<file path="src/rtl/data_stream_cache_if.sv">
// data_stream_cache_if: burst-read bus between the cache (master) and external memory (slave)
//   rd_req/rd_addr/rd_len : burst request, held until rd_ack
//   rd_ack                : request accepted
//   rd_valid/rd_data      : data beat
//   rd_last               : final beat of the burst
interface data_stream_cache_if #(
    parameter int ADDR_WIDTH = 32,
    parameter int DATA_WIDTH = 32,
    parameter int BURST_LEN  = 16
);
    localparam int BURST_WIDTH = $clog2(BURST_LEN + 1);
    logic                   rd_req;
    logic [ADDR_WIDTH-1:0]  rd_addr;
    logic [BURST_WIDTH-1:0] rd_len;
    logic                   rd_ack;
    logic                   rd_valid;
    logic [DATA_WIDTH-1:0]  rd_data;
    logic                   rd_last;
    modport master (output rd_req, rd_addr, rd_len, input rd_ack, rd_valid, rd_data, rd_last);
    modport slave  (input rd_req, rd_addr, rd_len, output rd_ack, rd_valid, rd_data, rd_last);
endinterface

</file>
<file path="src/rtl/data_stream_cache.sv">
// data_stream_cache: fetches one LENGTH_ARRAY-word block over a burst-read bus and serves it by index
//   clk, rst (async, active-low)
//   start/base_addr : open a new block at base_addr (IDLE only); busy high while fetching
//   DataRequest     : hash stage asks for data; CacheEnough once the whole block is resident
//   index/DataStream: registered buffer read, 1-cycle latency, 0 for out-of-range index
//   rd              : burst-read master port; proto_err is a sticky protocol-error flag
module data_stream_cache #(
    parameter int LENGTH_ARRAY     = 100,
    parameter int DATA_INDEX_WIDTH = 32,
    parameter int ADDR_WIDTH       = 32,
    parameter int BURST_LEN        = 16,
    localparam int LENGTH_ARRAY_WIDTH_BIT = $clog2(LENGTH_ARRAY),
    localparam int CNT_WIDTH              = $clog2(LENGTH_ARRAY + 1),
    localparam int BURST_WIDTH            = $clog2(BURST_LEN + 1)
) (
    input  logic                             clk,
    input  logic                             rst,
    input  logic                             start,
    input  logic [ADDR_WIDTH-1:0]            base_addr,
    output logic                             busy,
    input  logic                             DataRequest,
    output logic                             CacheEnough,
    input  logic [LENGTH_ARRAY_WIDTH_BIT-1:0] index,
    output logic [DATA_INDEX_WIDTH-1:0]      DataStream,
    output logic                             proto_err,
    data_stream_cache_if.master              rd
);
    typedef enum logic [1:0] {IDLE, ISSUE, RECEIVE} state_t;
    state_t                      state;
    logic [DATA_INDEX_WIDTH-1:0] mem [LENGTH_ARRAY];
    logic [CNT_WIDTH-1:0]        fill_cnt;
    logic [BURST_WIDTH-1:0]      beat_cnt, rd_len_q, rd_len_nxt;
    logic [ADDR_WIDTH-1:0]       cur_base, rd_addr_q;
    logic [31:0]                 remain;
    logic                        rd_req_q, wr_en, burst_end;
    assign remain     = 32'(LENGTH_ARRAY) - 32'(fill_cnt);
    assign rd_len_nxt = remain > 32'(BURST_LEN) ? BURST_WIDTH'(BURST_LEN) : BURST_WIDTH'(remain);
    // a beat is only stored while the current burst still owes beats and the block has room
    assign wr_en      = state == RECEIVE && rd.rd_valid && beat_cnt < rd_len_q && 32'(fill_cnt) < 32'(LENGTH_ARRAY);
    assign burst_end  = rd.rd_last || beat_cnt + BURST_WIDTH'(1) == rd_len_q;
    assign busy       = state != IDLE;
    assign rd.rd_req  = rd_req_q;
    assign rd.rd_addr = rd_addr_q;
    assign rd.rd_len  = rd_len_q;
    always_ff @(posedge clk) begin
        if (wr_en) mem[LENGTH_ARRAY_WIDTH_BIT'(fill_cnt)] <= rd.rd_data;
    end
    always_ff @(posedge clk or negedge rst) begin
        if (!rst) begin
            state       <= IDLE;
            CacheEnough <= 1'b0;
            rd_req_q    <= 1'b0;
            rd_addr_q   <= '0;
            rd_len_q    <= '0;
            DataStream  <= '0;
            proto_err   <= 1'b0;
            fill_cnt    <= '0;
            beat_cnt    <= '0;
            cur_base    <= '0;
        end else begin
            DataStream <= {1'b0, index} < (LENGTH_ARRAY_WIDTH_BIT + 1)'(LENGTH_ARRAY) ? mem[index] : '0;
            // any beat that is not stored is a protocol violation (stray or excess)
            if (rd.rd_valid && !wr_en) proto_err <= 1'b1;
            if (wr_en) begin
                fill_cnt <= fill_cnt + CNT_WIDTH'(1);
                beat_cnt <= beat_cnt + BURST_WIDTH'(1);
            end
            case (state)
                IDLE: begin
                    if (start) begin
                        cur_base    <= base_addr;
                        fill_cnt    <= '0;
                        CacheEnough <= 1'b0;
                    end else if (DataRequest && !CacheEnough && 32'(fill_cnt) < 32'(LENGTH_ARRAY)) begin
                        state     <= ISSUE;
                        rd_req_q  <= 1'b1;
                        rd_addr_q <= cur_base + ADDR_WIDTH'(fill_cnt) * ADDR_WIDTH'(DATA_INDEX_WIDTH / 8);
                        rd_len_q  <= rd_len_nxt;
                    end
                end
                ISSUE: begin
                    if (rd.rd_ack) begin
                        rd_req_q <= 1'b0;
                        beat_cnt <= '0;
                        state    <= RECEIVE;
                    end
                end
                RECEIVE: begin
                    if (wr_en && burst_end) begin
                        state       <= IDLE;
                        CacheEnough <= fill_cnt + CNT_WIDTH'(1) == CNT_WIDTH'(LENGTH_ARRAY);
                    end else if (rd.rd_valid && !wr_en) begin
                        state <= IDLE;
                    end
                end
                default: state <= IDLE;
            endcase
        end
    end
endmodule

</file>
<file path="src/flat_wrapper.sv">
// flat-port wrapper written by rule: the top's interface ports become plain ports
module data_stream_cache_flat 
#(
    parameter int LENGTH_ARRAY     = 100,
    parameter int DATA_INDEX_WIDTH = 32,
    parameter int ADDR_WIDTH       = 32,
    parameter int BURST_LEN        = 16,
    localparam int LENGTH_ARRAY_WIDTH_BIT = $clog2(LENGTH_ARRAY),
    localparam int CNT_WIDTH              = $clog2(LENGTH_ARRAY + 1),
    localparam int BURST_WIDTH            = $clog2(BURST_LEN + 1)
)
  (clk, rst, start, base_addr, busy, DataRequest, CacheEnough, index, DataStream, proto_err, rd_rd_req, rd_rd_addr, rd_rd_len, rd_rd_ack, rd_rd_valid, rd_rd_data, rd_rd_last);
  data_stream_cache_if #(.ADDR_WIDTH(ADDR_WIDTH), .DATA_WIDTH(32), .BURST_LEN(BURST_LEN)) rd_i ();
  input  logic clk;
  input  logic rst;
  input  logic start;
  input  logic [ADDR_WIDTH-1:0] base_addr;
  output logic busy;
  input  logic DataRequest;
  output logic CacheEnough;
  input  logic [LENGTH_ARRAY_WIDTH_BIT-1:0] index;
  output logic [DATA_INDEX_WIDTH-1:0] DataStream;
  output logic proto_err;
  output wire logic [$bits(rd_i.rd_req)-1:0] rd_rd_req;
  output wire logic [$bits(rd_i.rd_addr)-1:0] rd_rd_addr;
  output wire logic [$bits(rd_i.rd_len)-1:0] rd_rd_len;
  input wire logic [$bits(rd_i.rd_ack)-1:0] rd_rd_ack;
  input wire logic [$bits(rd_i.rd_valid)-1:0] rd_rd_valid;
  input wire logic [$bits(rd_i.rd_data)-1:0] rd_rd_data;
  input wire logic [$bits(rd_i.rd_last)-1:0] rd_rd_last;
  assign rd_rd_req = rd_i.rd_req;
  assign rd_rd_addr = rd_i.rd_addr;
  assign rd_rd_len = rd_i.rd_len;
  assign rd_i.rd_ack = rd_rd_ack;
  assign rd_i.rd_valid = rd_rd_valid;
  assign rd_i.rd_data = rd_rd_data;
  assign rd_i.rd_last = rd_rd_last;
  data_stream_cache #(.LENGTH_ARRAY(LENGTH_ARRAY), .DATA_INDEX_WIDTH(DATA_INDEX_WIDTH), .ADDR_WIDTH(ADDR_WIDTH), .BURST_LEN(BURST_LEN)) u_core (.clk(clk), .rst(rst), .start(start), .base_addr(base_addr), .busy(busy), .DataRequest(DataRequest), .CacheEnough(CacheEnough), .index(index), .DataStream(DataStream), .proto_err(proto_err), .rd(rd_i));
endmodule
</file>
<file path="config.mk">
export PLATFORM = sky130hd
export DESIGN_NAME = data_stream_cache_flat
export DESIGN_NICKNAME = d
export VERILOG_FILES = /design/src/rtl/data_stream_cache_if.sv /design/src/rtl/data_stream_cache.sv /design/src/flat_wrapper.sv
export SDC_FILE = /design/constraint.sdc
export NUM_CORES = 2
export LEC_CHECK = 0
export BUFFER_PORTS_ARGS = -buffer_cell sky130_fd_sc_hd__buf_2
export CORE_ASPECT_RATIO = 0.7
export CORE_MARGIN = 2
export CORE_UTILIZATION = 57
export DETAILED_ROUTE_END_ITERATION = 8
export PLACE_DENSITY = 0.76
export SYNTH_ARGS = -nofsm -noshare
export SYNTH_HDL_FRONTEND = slang
export SYNTH_SLANG_ARGS = --single-unit
</file>
<file path="constraint.sdc">
create_clock -name clk -period 3.8 [get_ports clk]
set_input_delay 0.19 -clock clk [delete_from_list [all_inputs] [get_ports clk]]
set_output_delay 0.19 -clock clk [all_outputs]
set_load 0.02 [all_outputs]
</file>
# [After elaboration in Yosys (flattened, before gate mapping)]
# Memory sizes are Yosys's and may differ from the RTL's.
# Cells that the tools add are included.
[classes] n_addsub=4 magnitude_cmp=4 eq_ne=10 mux=23 bitwise=1 reduce_logical=19
[ops] operator="$add A32 B9 Y32" n=1
[ops] operator="$gt A32 B5 Y1 const B" n=1
[ops] operator="$mux W32" n=1
[ops] operator="$mux W7" n=3
[ops] operator="$mux W5" n=4
[ops] operator="$lt A7 B7 Y1 const B" n=2
[ops] operator="$mux W2" n=5
[ops] operator="$ne A2 B2 Y1 const B" n=4
[ops] operator="$reduce_and A4 Y1" n=2
[ops] operator="$sub A7 B7 Y8 const A" n=1
[ops] operator="$add A7 B1 Y7 const B" n=1
[ops] operator="$eq A7 B7 Y1 const B" n=1
[ops] operator="$logic_and A1 B1 Y1" n=7
[ops] operator="$mux W1" n=7
[ops] operator="$pmux W2 S3" n=1
[ops] operator="$reduce_and A3 Y1" n=2
[ops] operator="$reduce_bool A2 Y1" n=3
[ops] operator="$add A5 B1 Y5 const B" n=1
[ops] operator="$eq A5 B5 Y1" n=1
[ops] operator="$lt A5 B5 Y1" n=1
[ops] operator="$pmux W1 S2" n=2
[ops] operator="$ne A3 B3 Y1 const B" n=1
[ops] operator="$eq A2 B1 Y1 const B" n=1
[ops] operator="$eq A2 B2 Y1 const B" n=1
[ops] operator="other kinds (6)" n=7
[totals] reg_bits=118 ram_bits=3200 inputBits=78 output_inout_bits=73 elab_cells=72 n_memories=1
[mem_list] name="u_core.mem" depth=100 word_bits=32 read_ports=1 rd_clocked_by_memory_dff=0 write_ports=1 line="data_stream_cache.sv:30" text="logic [DATA_INDEX_WIDTH-1:0] mem [LENGTH_ARRAY];"

# [Longest topological paths before layout]
[depth] word_depth=9 ltp_mapped=13 ltp_nobuf=9

# [Worst setup path before layout]
# Ideal clock, no wire load.
[synth_path] kind="reg-to-reg" startpoint="reg u_core.rd_len_q[1], in the netlist u_core.rd.rd_len[1]" endpoint="mem u_core.mem[51][0] (enable)" setup_ns=0.421 arrival_time_ns=3.499 required_time_ns=3.379 setup_slack_ns=-0.120 path_stages_with_launch=10 path_buffers=1 period_less_slack_ns=3.920 cell_sequence="dfrtp_1 inv_1 ha_1 nor2b_1 o21ai_0 a21oi_1 nor2_1 buf_2 nand4b_1 nor2_1"
[synth_between] elab_chain_cells=5
[synth_lines] item="start, declared" line="data_stream_cache.sv:32" text="logic [BURST_WIDTH-1:0] beat_cnt, rd_len_q, rd_len_nxt;"
[synth_lines] item="start signal, assigned" line="data_stream_cache.sv:78" text="rd_len_q <= rd_len_nxt;"
[synth_lines] item="$lt A5 B5 Y1" line="data_stream_cache.sv:39" text="assign wr_en = state == RECEIVE && rd.rd_valid && beat_cnt < rd_len_q && 32'(fill_cnt) < 32'(LENGTH_ARRAY);"
[synth_lines] item="$logic_and A1 B1 Y1 (2 in series)" line="data_stream_cache.sv:39"
[synth_lines] item="$mux W1" line="data_stream_cache.sv:46" text="if (wr_en) mem[LENGTH_ARRAY_WIDTH_BIT'(fill_cnt)] <= rd.rd_data;"
[synth_lines] item="$mux W1 (not written as such)" line="data_stream_cache.sv:46"
[synth_lines] item="end, declared" line="data_stream_cache.sv:30"
# Every way passes these cells.

# [Worst setup path after layout]
[layout_path] startpoint="reg u_core.rd_len_q[1], in the netlist u_core.rd.rd_len[1]" endpoint="mem u_core.mem[87][3] (enable)"
# Same word-level chain as after synthesis.

==> flow_summary.json <==
{
  "run_status": "complete, but fails checks",
  "violations": "negative hold slack",
  "routed-via-count": 70450,
  "cts_made_buffers": 304,
  "synth.yosys.warnings": 0,
  "async_flop_share_pct": 3.556,
  "worst_pin_slew_ns": 1.317,
  "grt_use_met3_pct": 12.62,
  "layout_filler_cell_count": 13590,
  "global_route.peak_usage_layer": "met1",
  "numPlacedInstances": 9192,
  "grt.overflow.total": 0,
  "clock-root-buffer": "sky130_fd_sc_hd__clkbuf_16",
  "die-height_um": 400.2,
  "die_width_um": 570.0,
  "post_detailed_route_count_of_antenna_violating_nets": 0,
  "multi_input_comb_area_mm2": 0.02749,
  "initial_core_util_pct": 57.34,
  "gp_congestion": 0.9529,
  "finalWorstPathRequiredPeriod_ns": 3.507,
  "global_route_wire_length_before_repair_um": 525000,
  "worst_clock_skew_ns": 0.05847,
  "slew-limit-headroom_pct": 11.53,
  "critical_path.max_stage_delay_ns": 0.43,
  "clk_pin_slew_worst_paths_ns": 0.07,
  "vdd.ir_drop.worst_v": 0.0006405,
  "critPathKind": "reg -> reg",
  "synth_most_common_cell": "sky130_fd_sc_hd__edfxtp_1",
  "mean_instance_size_in_the_synthesized_netlist_um2": 21.42,
  "globalRouteMet1Util_pct": 46.99,
  "synth_cell_types": 71,
  "count_of_boundary_i_o_pins": 151,
  "place_area_mm2": 0.1362,
  "drv_slew": 0,
  "synth.yosys.seq_area_share_pct": 77.48,
  "area.growth.synth_to_final_pct": 14.42,
  "grt_max_degree": 102,
  "worst-endpoint-arrival_ns": 4.08,
  "maximum_fanout_along_the_worst_path": 21,
  "hold_viol": 4,
  "post_synth_most_frequent_cells": "sky130_fd_sc_hd__edfxtp_1 (3200), sky130_fd_sc_hd__mux4_2 (696), sky130_fd_sc_hd__mux2i_1 (275)",
  "drt-initial-drc-count": 14300,
  "min-delay-path-class": "in -> async",
  "synth.top_cell.area_share_pct": 75.17,
  "tritoncts": "yes",
  "synth.ff_latch_count": 3318,
  "worstSetupStartpoint": "u_core.rd.rd_len[1]",
  "clkLatencyLatePin_ns": 0.89,
  "core-area_mm2": 0.2230,
  "area.sequential_mm2": 0.09905,
  "cts_max_path_buffers": 4,
  "max_clock_freq_ghz": 0.2851,
  "synth_enable_flop_cells": 3200,
  "synth_area_leaders": "sky130_fd_sc_hd__edfxtp_1 (75%), sky130_fd_sc_hd__mux4_2 (12%), sky130_fd_sc_hd__dfrtp_1 (2.3%)",
  "drv_cap": 0,
  "rows": 145,
  "netlist.top_cell.by_area": "sky130_fd_sc_hd__edfxtp_1",
  "post_synth_instance_area_mm2": 0.1278,
  "worst_setup_path_end_kind": "flip-flop",
  "cell_chain_of_the_critical_path": "inv_1, ha_1, nor2b_1, o21ai_0, a21oi_1, nor2_1, buf_12, nand4_1, buf_4, nor2_4, buf_12",
  "ys_dominant_reg_cell": "sky130_fd_sc_hd__edfxtp_1",
  "post-cts-setup-buffer-count": 0,
  "critical_path.slowest_cell": "sky130_fd_sc_hd__nand4_1",
  "layout.nets": 6712,
  "total_drc_errors_in_the_routed_layout": 0,
  "final_util_pct": 65.60,
  "finish.cell_count_without_fillers": 9809,
  "gr-usage-all-layers_pct": 33.15,
  "critical_path.most_common_cell": "sky130_fd_sc_hd__buf_12",
  "final_instance_area_mm2": 0.1463,
  "drt-wirelength-per-cell_um": 38.70,
  "finalHoldWorstSlack_ns": -0.003405,
  "power.density_mw_per_mm2": 521.4,
  "grt_use_met2_pct": 46.97,
  "worstSetupStartpointType": "flip-flop",
  "antenna_violations_before_repair": 38,
  "postSynthCellCount": 5967,
  "post-route-period-util_pct": 92.30,
  "firstDrtPassIters": 8,
  "rr_startpoint": "u_core.rd.rd_len[1]",
  "grt_pass1_vias": 66570,
  "numClockSinks": 3318,
  "timing.setup.tns_ns": 0,
  "rsz0062_at_grt": "false",
  "hpwl_um": 229000,
  "timing.final.setup_violations": 0,
  "worstPathRequired_ns": 4.37,
  "final_layout_size_suffix_gt1_share_pct": 28.18,
  "ctsHtreeMaxLevel": 5,
  "port_buffers": 150,
  "design.die.area_mm2": 0.2281,
  "routed_via_density": 7.182,
  "syn_nets": 6062,
  "p_leak_nw": 47.09,
  "postRouteWirelength_um": 379700
}
==> timing repair <==
action                                 4_1_cts  5_1_grt
gates resized for setup                      0        0
endpoints found under the hold margin      724        0
hold buffers                                58        0
==> sequential cells by signal (all words and copies together) (netlist names) <==
register,cells
u_core.state,2
u_core.rd.rd_len,5
u_core.mem,3200
u_core.CacheEnough,1
u_core.DataStream,32
u_core.rd.rd_addr,32
u_core.cur_base,32
u_core.fill_cnt,7
u_core.rd.rd_req,1
u_core.proto_err,1
u_core.beat_cnt,5
==> layer usage <==
layer	wire length [um]	part of all wire (%)
met5	197	0.052
met4	17920	4.7
met3	65280	17
met2	165100	43
met1	131200	35
==> final timing paths <==
path	depth (start not counted)	to	slack [ns]
hold reg to reg	2	u_core.rd.rd_addr[12]	0.48
min in group clk	1	u_core.mem[15][3]	0
hold / removal	2	u_core.rd.rd_len[1]	-0.003
setup reg to reg	11	u_core.mem[87][3]	0.29
setup / recovery	11	u_core.mem[87][3]	0.29
max in group asynchronous	3	u_core.DataStream[30]	2.69
==> cell type report <==
| type | count | share of cell area (%) |
|---|---|---|
| clock inverters | 159 | 0.9324 |
| diodes | 17 | 0.02908 |
| multi-input cells | 2287 | 18.80 |
| repair buffers | 683 | 4.425 |
| inverters | 23 | 0.05988 |
| clock buffers | 382 | 5.529 |
| flip-flops and latches | 3318 | 67.71 |
| well taps | 2940 | 2.515 |
==> power by group <==
part           internal, mW  switching (mW)  total (mW)  leakage (nW)
Sequential             40.5           0.375        40.8          30.2
Clock                  16.5            13.4        29.9          4.62
Combinational          1.84            3.72        5.56          12.3
==> critical path: cells and delay by family, from the launching register on <==
family          cells  cell delay, ns
simple gates        4            1.27
fa+ha+maj           1            0.29
flops               1            0.40
compound gates      2            0.27
buf+inv             4            0.92
==> cells by family after synthesis <==
| family | count (synthesis) | synth area share, % |
|---|---|---|
| AOI/OAI and AO/OA | 608 | 3.373 |
| xor gates and xnor gates | 35 | 0.2398 |
| adders and majority gates | 17 | 0.1723 |
| buffers and inverters | 362 | 1.669 |
| DFF | 3318 | 77.48 |
| muxes | 1026 | 14.90 |
| and+or+nand+nor | 601 | 2.172 |
==> layout by cell type, fill, tap and decap left out, types with 17 or more instances in the layout <==
master and instances:
sky130_fd_sc_hd__edfxtp_1 3200, sky130_fd_sc_hd__mux4_2 696, sky130_fd_sc_hd__buf_4 392, sky130_fd_sc_hd__clkbuf_16 310, sky130_fd_sc_hd__mux2i_1 275, sky130_fd_sc_hd__nand2_1 177, sky130_fd_sc_hd__a22oi_1 153, sky130_fd_sc_hd__dfrtp_1 118
sky130_fd_sc_hd__buf_12 117, sky130_fd_sc_hd__buf_2 112, sky130_fd_sc_hd__nor2_4 101, sky130_fd_sc_hd__a21oi_1 86, sky130_fd_sc_hd__nor2_1 81, sky130_fd_sc_hd__nand3_1 74, sky130_fd_sc_hd__o21ai_0 68, sky130_fd_sc_hd__clkbuf_1 66
sky130_fd_sc_hd__o22ai_1 61, sky130_fd_sc_hd__clkinv_1 58, sky130_fd_sc_hd__dlygate4sd3_1 58, sky130_fd_sc_hd__mux2_2 55, sky130_fd_sc_hd__clkinv_2 53, sky130_fd_sc_hd__nand4_1 33, sky130_fd_sc_hd__a211oi_1 29, sky130_fd_sc_hd__nor3_1 27
sky130_fd_sc_hd__a31oi_1 27, sky130_fd_sc_hd__o221ai_1 26, sky130_fd_sc_hd__a22o_1 24, sky130_fd_sc_hd__nor2b_1 22, sky130_fd_sc_hd__inv_1 21, sky130_fd_sc_hd__xnor2_1 20, sky130_fd_sc_hd__bufinv_16 20, sky130_fd_sc_hd__o211ai_1 19
sky130_fd_sc_hd__diode_2 17
==> per-stage QoR <==
step                      setup slack [ns]  hold slack (ns)  total power, mW
after floorplan                    -0.1198          -0.1056            44.11
after global routing                0.1979          0.01397            77.86
final                               0.2928        -0.003405            76.26
after CTS                           0.4589         0.001891            76.11
after global placement             0.08647           0.3688            46.78
after detailed placement            0.1494           0.3792            46.91
No activity file was read; power rests on OpenSTA's default activity.
